[src/rtl/la_pwrseq.sv]
// la_pwrseq -- power-domain sequencer.
//
// Brings a switchable power domain up and down in a fixed, safe order:
//   up:   enable switch -> wait for rail good -> settle dwell ->
//         release domain reset -> guard dwell -> drop isolation (ON)
//   down: raise isolation -> guard dwell -> assert domain reset ->
//         disable switch -> wait for rail to drop (OFF)
// A missing switch acknowledge (either direction) for TOUT cycles parks the
// sequencer in FAULT. Only reset leaves FAULT.
//
// Ports
//   clk        : single clock
//   reset      : synchronous, active-high
//   pwr_req    : 1 = domain requested on, 0 = requested off
//   psw_ack    : power switch status, 1 = rail good
//   cfg_settle : rail settle dwell (SETTLE lasts cfg_settle+1 cycles)
//   cfg_iso    : isolation/reset guard dwell (UNRST and ISO last cfg_iso+1)
//   iso        : isolation enable (to la_isohi iso pins)
//   psw_en     : power switch enable
//   dom_reset  : active-high domain reset
//   ready      : domain powered, released and de-isolated
//   busy       : a sequence is in progress
//   fault      : acknowledge timeout occurred (sticky until reset)
//   state_dbg  : current FSM state encoding, for observation only
//
// Handshake: there is no valid/ready pair here. pwr_req is a level that is
// only looked at in OFF and ON; while busy=1 it is ignored, and a request
// that disagrees with the state reached is acted on the following cycle.
//
// All outputs are registered and decoded from the next state, so they always
// correspond to the registered state (Moore behaviour, no input-to-output
// combinational path).
module la_pwrseq #(
  parameter        PROP = "DEFAULT",
  parameter int    CW   = 8,
  parameter int    TOUT = 255
) (
  input  logic          clk,
  input  logic          reset,
  input  logic          pwr_req,
  input  logic          psw_ack,
  input  logic [CW-1:0] cfg_settle,
  input  logic [CW-1:0] cfg_iso,
  output logic          iso,
  output logic          psw_en,
  output logic          dom_reset,
  output logic          ready,
  output logic          busy,
  output logic          fault,
  output logic [3:0]    state_dbg
);

  typedef enum logic [3:0] {
    S_OFF    = 4'd0,
    S_PWRUP  = 4'd1,
    S_SETTLE = 4'd2,
    S_UNRST  = 4'd3,
    S_ON     = 4'd4,
    S_ISO    = 4'd5,
    S_RST    = 4'd6,
    S_PWRDN  = 4'd7,
    S_FAULT  = 4'd8
  } state_t;

  // Counter value on the last allowed cycle of an acknowledge wait.
  localparam logic [CW-1:0] TOUT_LAST = CW'(TOUT - 1);

  state_t        state_q, state_d;
  logic [CW-1:0] cnt_q, cnt_d;
  logic          iso_q, iso_d;
  logic          psw_en_q, psw_en_d;
  logic          dom_reset_q, dom_reset_d;
  logic          ready_q, ready_d;
  logic          busy_q, busy_d;
  logic          fault_q, fault_d;

  always_comb begin
    state_d = state_q;
    case (state_q)
      S_OFF:    if (pwr_req) state_d = S_PWRUP;
      S_PWRUP: begin
        if (psw_ack)                 state_d = S_SETTLE;
        else if (cnt_q == TOUT_LAST) state_d = S_FAULT;
      end
      S_SETTLE: if (cnt_q == cfg_settle) state_d = S_UNRST;
      S_UNRST:  if (cnt_q == cfg_iso)    state_d = S_ON;
      S_ON:     if (!pwr_req)            state_d = S_ISO;
      S_ISO:    if (cnt_q == cfg_iso)    state_d = S_RST;
      S_RST:    state_d = S_PWRDN;
      S_PWRDN: begin
        if (!psw_ack)                state_d = S_OFF;
        else if (cnt_q == TOUT_LAST) state_d = S_FAULT;
      end
      S_FAULT:  state_d = S_FAULT;
      default:  state_d = S_OFF;
    endcase

    // Shared dwell counter: restarts at 0 on every state entry. It may wrap
    // in the unbounded states (OFF, ON, FAULT) where it is never compared.
    if (state_d != state_q) cnt_d = '0;
    else                    cnt_d = cnt_q + CW'(1);

    // Output decode of the state being entered; iso is only ever 0 in ON,
    // where the switch is on and the domain reset is released.
    iso_d       = 1'b1;
    psw_en_d    = 1'b1;
    dom_reset_d = 1'b1;
    ready_d     = 1'b0;
    busy_d      = 1'b1;
    fault_d     = 1'b0;
    case (state_d)
      S_OFF:    begin psw_en_d = 1'b0; busy_d = 1'b0; end
      S_PWRUP:  ;
      S_SETTLE: ;
      S_UNRST:  dom_reset_d = 1'b0;
      S_ON:     begin iso_d = 1'b0; dom_reset_d = 1'b0; ready_d = 1'b1; busy_d = 1'b0; end
      S_ISO:    dom_reset_d = 1'b0;
      S_RST:    ;
      S_PWRDN:  psw_en_d = 1'b0;
      S_FAULT:  begin psw_en_d = 1'b0; busy_d = 1'b0; fault_d = 1'b1; end
      default:  begin psw_en_d = 1'b0; busy_d = 1'b0; end
    endcase
  end

  always_ff @(posedge clk) begin
    if (reset) begin
      state_q     <= S_OFF;
      cnt_q       <= '0;
      iso_q       <= 1'b1;
      psw_en_q    <= 1'b0;
      dom_reset_q <= 1'b1;
      ready_q     <= 1'b0;
      busy_q      <= 1'b0;
      fault_q     <= 1'b0;
    end else begin
      state_q     <= state_d;
      cnt_q       <= cnt_d;
      iso_q       <= iso_d;
      psw_en_q    <= psw_en_d;
      dom_reset_q <= dom_reset_d;
      ready_q     <= ready_d;
      busy_q      <= busy_d;
      fault_q     <= fault_d;
    end
  end

  assign iso       = iso_q;
  assign psw_en    = psw_en_q;
  assign dom_reset = dom_reset_q;
  assign ready     = ready_q;
  assign busy      = busy_q;
  assign fault     = fault_q;
  assign state_dbg = state_q;

endmodule

[config.mk]
export PLATFORM = sky130hd
export DESIGN_NAME = la_pwrseq
export DESIGN_NICKNAME = d
export VERILOG_FILES = /design/src/rtl/la_pwrseq.sv
export SDC_FILE = /design/constraint.sdc
export NUM_CORES = 1
export LEC_CHECK = 0
export CAP_MARGIN = 20
export CORE_MARGIN = 2
export CORE_UTILIZATION = 51
export CTS_CLUSTER_SIZE = 14
export DETAILED_ROUTE_END_ITERATION = 10
export PLACE_DENSITY = 0.89
export SYNTH_ARGS = -nofsm -noshare
export SYNTH_HDL_FRONTEND = slang
export SYNTH_SLANG_ARGS = --single-unit
[constraint.sdc]
create_clock -name clk -period 2.9 [get_ports clk]
set_input_delay 0.435 -clock clk [delete_from_list [all_inputs] [get_ports clk]]
set_output_delay 0.435 -clock clk [all_outputs]
set_load 0.02 [all_outputs]
==> run_results.csv, run 1 <==
group,metric,value,unit
synth,synth_top_area_cell,"dfxtp_1",
critical_path,endpoint_kind,"register",
die,core_region_area,2170,um^2
clock_tree,clk_pin_slew,0.09,ns
global_routing,grt_pass1_wl,3890,um
clock_tree,cts_sinks,18,
detailed_routing,vias,978,
power_and_ir_drop,seqPwrFrac,48.4,%
clock_tree,clk_path_buf_depth,2,
critical_path,crit_top_cell,"nor4_4",
sta,hold_violations,0,
synth,ys_seq_area_share,31.6,%
cells_and_area,num_antenna_cells,0,
detailed_routing,drtIter0Drc,12,
clock_tree,postCtsHoldBufs,0,
synth,syn_avg_cell_area,9.35,um^2
place,portBuffers,29,
detailed_routing,ant_nets,0,
critical_path,path_buf_inv,1,
critical_path,crit_arrival,2.39,ns
power_and_ir_drop,p_total,566,uW
sta,skew,0.00136,ns
clock_tree,htreeDepth,1,
sta,finalCritPeriodShare,75.7,%
die,ioPinCount,30,
clock_tree,clk_latency,0.30,ns
power_and_ir_drop,p_comb_share,24.6,%
power_and_ir_drop,p_int,407,uW
critical_path,crit_fanout,7,
sta,slew_viol_final,0,
sta,max_slew_margin,68.8,%
synth,synth_warnings,0,
detailed_routing,wl_per_cell,13.8,um
synth,ys.flop_type,"dfxtp_1",
sta,fmax,455,MHz
synth,synth_edf_count,0,
critical_path,r2r-start,"state_dbg[2]",
die,fp-row-count,17,
status,outcome,"finished, final reports clean",
global_routing,grt_max_degree,14,
cells_and_area,nNetsFinal,172,
critical_path,crit_path_cell_trace,"clkdlybuf4s50_1 -> xor2_2 -> nor4_4 -> a211oi_2 -> nor4_4 -> and3_1 -> nor3_2",
detailed_routing,drc_errors,0,
critical_path,timing.critical_path.depth,7,
die,dieArea,2630,um^2
global_routing,grt_pass1_vias,905,
critical_path,critPathMaxStageDelay,0.47,ns
power_and_ir_drop,p_leak,0.554,nW
place,gp_congestion,0.948,
synth,netlist_area,1140,um^2
clock_tree,cts_tree,"yes",
cells_and_area,syn_to_final_growth,28.1,%
sta,min_period,2.20,ns
critical_path,required,3.09,ns
die,chipHeight,51.3,um
synth,async_reset_ff_share,0,%
power_and_ir_drop,switching_share,28.2,%
sta,rsz0062_at_grt,"no",
synth,yosys-top-cells-area,"dfxtp_1 32%, xor2_1 10%, xnor2_1 7.7%",
clock_tree,post_cts_resized,0,
synth,synth_top_area_share,31.6,%
synth,synthCells,122,
sta,finalSetupViolCount,0,
sta,worst_pin_slew,0.465,ns
min_path,whs_path_depth,1,
sta,worst_hold_slack,0.565,ns
clock_tree,cts_buffers,3,
place,hpwl,1910,um
flow_run,cap_violations,0,
critical_path,reg2regPathDepth,6,
critical_path,worst_path_max_delay_cell,"nor4_4",
clock_tree,root_buffer,"clkbuf_4",
synth,syn-num-nets,144,
min_path,whs_endpoint,"cnt_q[0]",
synth,synth_cell_types,38,
critical_path,path_class,"in -> reg",
synth,ys_top_cells_by_count,"18 x dfxtp_1, 18 x nor2_1, 13 x xor2_1, 10 x xnor2_1",
min_path,holdCritPathClass,"reg -> reg",
clock_tree,post_cts_buffers,0,
synth,yosys_register_bits,18,
critical_path,r2r_setup_slack,0.73,ns
sta,final.setup.tns,0,ns
global_routing,grt_antenna_before_repair,0,
global_routing,grtUsageTotal,19.9,%
power_and_ir_drop,switchingPower,160,uW
die,start_util,52.6,%
power_and_ir_drop,p_per_area,388,nW/um^2
detailed_routing,wl,2450,um
detailed_routing,vias_per_cell,5.53,
critical_path,worstReg2RegEnd,"dom_reset",
detailed_routing,firstDrtPassIters,4,
die,die_w,51.3,um
power_and_ir_drop,ir_drop,0.301,mV
cells_and_area,layout-drive-gt1-share,12.8,%
power_and_ir_drop,clkPwrFrac,27.0,%
global_routing,grt-ovfl-total,0,
critical_path,start_kind,"primary input",
critical_path,cp_top_family,"simple AND/OR/NAND/NOR gates",
min_path,min_from,"cnt_q[0]",
-- state kept, by name (all words and copies together) (netlist names) --
signal	cells
psw_en	1
cnt_q	8
fault	1
dom_reset	1
ready	1
iso	1
busy	1
state_dbg	4
-- through the flow --
step | std cells | area (um^2) | setup WS, ns | utilization [%]
after floorplan | 122 | 1140 | 0.917 | -
after global placement | 173 | 1430 | 0.502 | 65.7
after detailed placement | 173 | 1430 | 0.423 | 65.7
after CTS | 177 | 1460 | 0.732 | 67.4
after global routing | 177 | 1460 | 0.633 | 67.4
final | 177 | 1460 | 0.704 | 67.4
-- cells by family (layout without fill, tap and decap cells) --
family,after synthesis,in the layout,synth area share [%]
flops,18,18,31.6
compound gates,15,15,12.1
simple gates,55,55,30.8
buf+inv,8,35,4.28
fa+ha+maj,2,2,2.19
xor+xnor,24,24,19.1
-- worst max path at each step --
stage                endpoint  slack, ns    startpoint
floorplan            cnt_q[3]       0.92  state_dbg[1]
global placement       psw_en       0.50    cfg_iso[3]
detailed placement     psw_en       0.42    cfg_iso[3]
CTS                    psw_en       0.73    cfg_iso[3]
global route        dom_reset       0.63  state_dbg[2]
finish                 psw_en       0.70    cfg_iso[3]
-- routing by layer --
layer | vias to the layer above | part of all wire, % | global-route usage, % | wire length, um
met1 | 454 | 44 | 25.2 | 1070
met2 | 36 | 48 | 32.3 | 1180
li1 | 481 | - | - | -
met3 | 7 | 4.6 | 2.34 | 112
met4 | 0 | 3.2 | 11.8 | 78
met5 | - | 0 | 0 | 0
-- layout by cell type, fill, tap and decap left out, types with 2 or more instances in the layout --
master | Yosys | routed
nand3_1 | 5 | 5
dfxtp_1 | 18 | 18
and3_2 | 2 | 2
nor2b_1 | 4 | 4
nor4_4 | 4 | 4
clkbuf_4 | 0 | 3
ha_1 | 2 | 2
clkdlybuf4s50_1 | 0 | 29
and3_1 | 4 | 4
nand2b_1 | 2 | 2
nor2_1 | 18 | 18
nor3_1 | 5 | 5
a211oi_2 | 2 | 2
xor2_1 | 13 | 13
nand2_1 | 4 | 4
inv_1 | 2 | 2
xnor2_1 | 10 | 10
nand4_1 | 2 | 2
-- power by group through the flow --
| stage | Clock [mW] | Combinational [mW] | Sequential [mW] |
|---|---|---|---|
| 2_1_floorplan | 0 | 0.0837 | 0.280 |
| 6_report | 0.153 | 0.139 | 0.274 |
| 3_3_place_gp | 0 | 0.134 | 0.279 |
| 3_5_place_dp | 0 | 0.139 | 0.279 |
| 5_1_grt | 0.167 | 0.150 | 0.276 |
| 4_1_cts | 0.159 | 0.140 | 0.274 |
-- final cells by class --
class                           count  area [um^2]
Clock buffer                        4         36.3
Fill cell                         166          708
Multi-Input combinational cell     96          732
Inverter                            2         7.51
Tap cell                           28         35.0
Timing Repair Buffer               29          290
Sequential cell                    18          360
(Power assumes the default switching activity.)
==> run 2, diff against run 1 <==
CORE_UTILIZATION = 43   (was 51)
PLACE_DENSITY = 0.81   (was 0.89)
clock period = 1.9 ns   (was 2.9 ns; I/O delays follow)
==> run 2 against run 1 <==
  * Routed wire length up 29%
  * The run now ends with negative setup slack left
  * Setup slack worse by 0.71 ns
  * Design area up 19%
  * Die area up 17%
==> run_results.csv, run 2 (synthesis gave the netlist of run 1 again) <==
group,metric,value,unit
cells_and_area,nNetsFinal,191,
sta,worst_hold_slack,0.585,ns
place,hpwl,2280,um
detailed_routing,drc_errors,0,
cells_and_area,num_antenna_cells,0,
status,outcome,"finished, violations left",
sta,final.setup.tns,-0.00341,ns
clock_tree,cts_buffers,3,
sta,rsz0062_at_grt,"yes",
detailed_routing,wl_per_cell,15.9,um
global_routing,grt_max_degree,11,
global_routing,grt_antenna_before_repair,0,
sta,min_period,1.90,ns
die,ioPinCount,30,
die,dieArea,3080,um^2
cells_and_area,nFillCells,179,
power_and_ir_drop,ir_drop,0.466,mV
sta,finalCritPeriodShare,100,%
cells_and_area,layout-drive-gt1-share,35.7,%
clock_tree,postCtsHoldBufs,0,
flow_run,cap_violations,0,
sta,slew_viol_final,0,
sta,fmax,525,MHz
cells_and_area,syn_to_final_growth,51.9,%
detailed_routing,firstDrtPassIters,6,
critical_path,endpoint_kind,"register",
global_routing,grtUsageTotal,20.5,%
cells_and_area,fin_util,69.3,%
detailed_routing,vias_per_cell,5.53,
sta,skew,0.00757,ns
die,die_w,55.5,um
sta,setup_ws,-0.00341,ns
global_routing,grt-ovfl-total,0,
clock_tree,cts_sinks,18,
critical_path,crit_fanout,8,
clock_tree,clk_pin_slew,0.10,ns
critical_path,start_kind,"register",
detailed_routing,vias,1094,
sta,finalSetupViolCount,1,
die,fp-row-count,18,
cells_and_area,multi_input_area,835,um^2
power_and_ir_drop,p_leak,0.705,nW
sta,hold_violations,0,
cells_and_area,largest_reg_flops,8,
sta,max_slew_margin,71.5,%
global_routing,grt_pass1_vias,1092,
cells_and_area,mostFrequentLayoutCells,"27 x clkdlybuf4s50_1, 18 x buf_4, 17 x nor2_1, 10 x xor2_1, 10 x dfxtp_1",
detailed_routing,wl,3150,um
detailed_routing,drtIter0Drc,27,
clock_tree,root_buffer,"clkbuf_4",
clock_tree,clk_path_buf_depth,2,
die,chipHeight,55.5,um
clock_tree,htreeDepth,1,
place,gp_congestion,0.879,
die,start_util,45.6,%
critical_path,path_class,"reg -> reg",
clock_tree,clk_latency,0.30,ns
detailed_routing,ant_nets,0,
cells_and_area,largest_register,"cnt_q",
min_path,holdCritPathClass,"reg -> reg",
sta,worst_pin_slew,0.428,ns
critical_path,crit_arrival,2.12,ns
clock_tree,cts_tree,"yes",
cells_and_area,final_common_cell,"clkdlybuf4s50_1",
power_and_ir_drop,p_total,939,uW
cells_and_area,seqCellArea,375,um^2
place,portBuffers,29,
die,core_region_area,2500,um^2
power_and_ir_drop,p_per_area,542,nW/um^2
critical_path,required,2.12,ns
global_routing,grt_pass1_wl,5000,um
status,failed_checks,"negative setup slack",
[run 2: cell count changes in the layout (fill, tap and decap cells not counted), sizes merged]
cell,change
buf,+19
clkdlybuf4s50,-2
dlymetal6s2s,+2
[run 2: path summary, 6_finish.rpt]
kind | startpoint | cells past startpoint | slack [ns] | endpoint
max reg2reg | cnt_q[0] | 8 | -0.003 | cnt_q[5]
min | cnt_q[0] | 3 | 0.58 | cnt_q[1]
max | cnt_q[0] | 8 | -0.003 | cnt_q[5]
min reg2reg | cnt_q[0] | 3 | 0.58 | cnt_q[1]
[run 2: report_power, final]
part	switching, mW	internal [mW]
combinational	0.148	0.154
clock	0.117	0.117
sequential	0.0104	0.393
total	0.275	0.664
[run 2: layer usage]
layer  vias up  routed length [um]  track usage [%]  share of wire [%]
li1        516                   -                -                  -
met1       522                1280             23.3                 41
met2        39                1590             35.9                 51
met3        17                 123             4.45                3.9
met4         0                 148             10.5                4.7
met5         -                   0                0                  0
[run 2: through the flow]
step,instance area [um^2],std cells,worst slack (ns)
detailed placement,1560,192,-0.332
finish,1730,198,-0.00341
floorplan,1150,122,0.0248
global route,1730,198,-0.0724
CTS,1640,196,-0.00704
global placement,1560,192,-0.278
[run 2: worst max-delay path: stages (launching register included)]
cell	delay, ns
dfxtp_2	0.33
buf_6	0.12
buf_4	0.16
xnor2_2	0.13
nand4_1	0.12
nor4_4	0.06
o311ai_1	0.35
o2111ai_2	0.34
nor2_1	0.20
[run 2: layout make-up]
| cell class | count | share of cell area [%] |
|---|---|---|
| multi-input cells | 96 | 48.2 |
| repair buffers | 48 | 25.5 |
| flip-flops and latches | 18 | 21.7 |
| well taps | 30 | 2.17 |
| clock buffers | 4 | 2.09 |
| inverters | 2 | 0.433 |
[run 2: timing repair]
item	CTS	global route
resized for setup	9	21
pin swaps	8	11
setup buffers	0	2
gates cloned	0	0
endpoints found under the setup margin	4	15
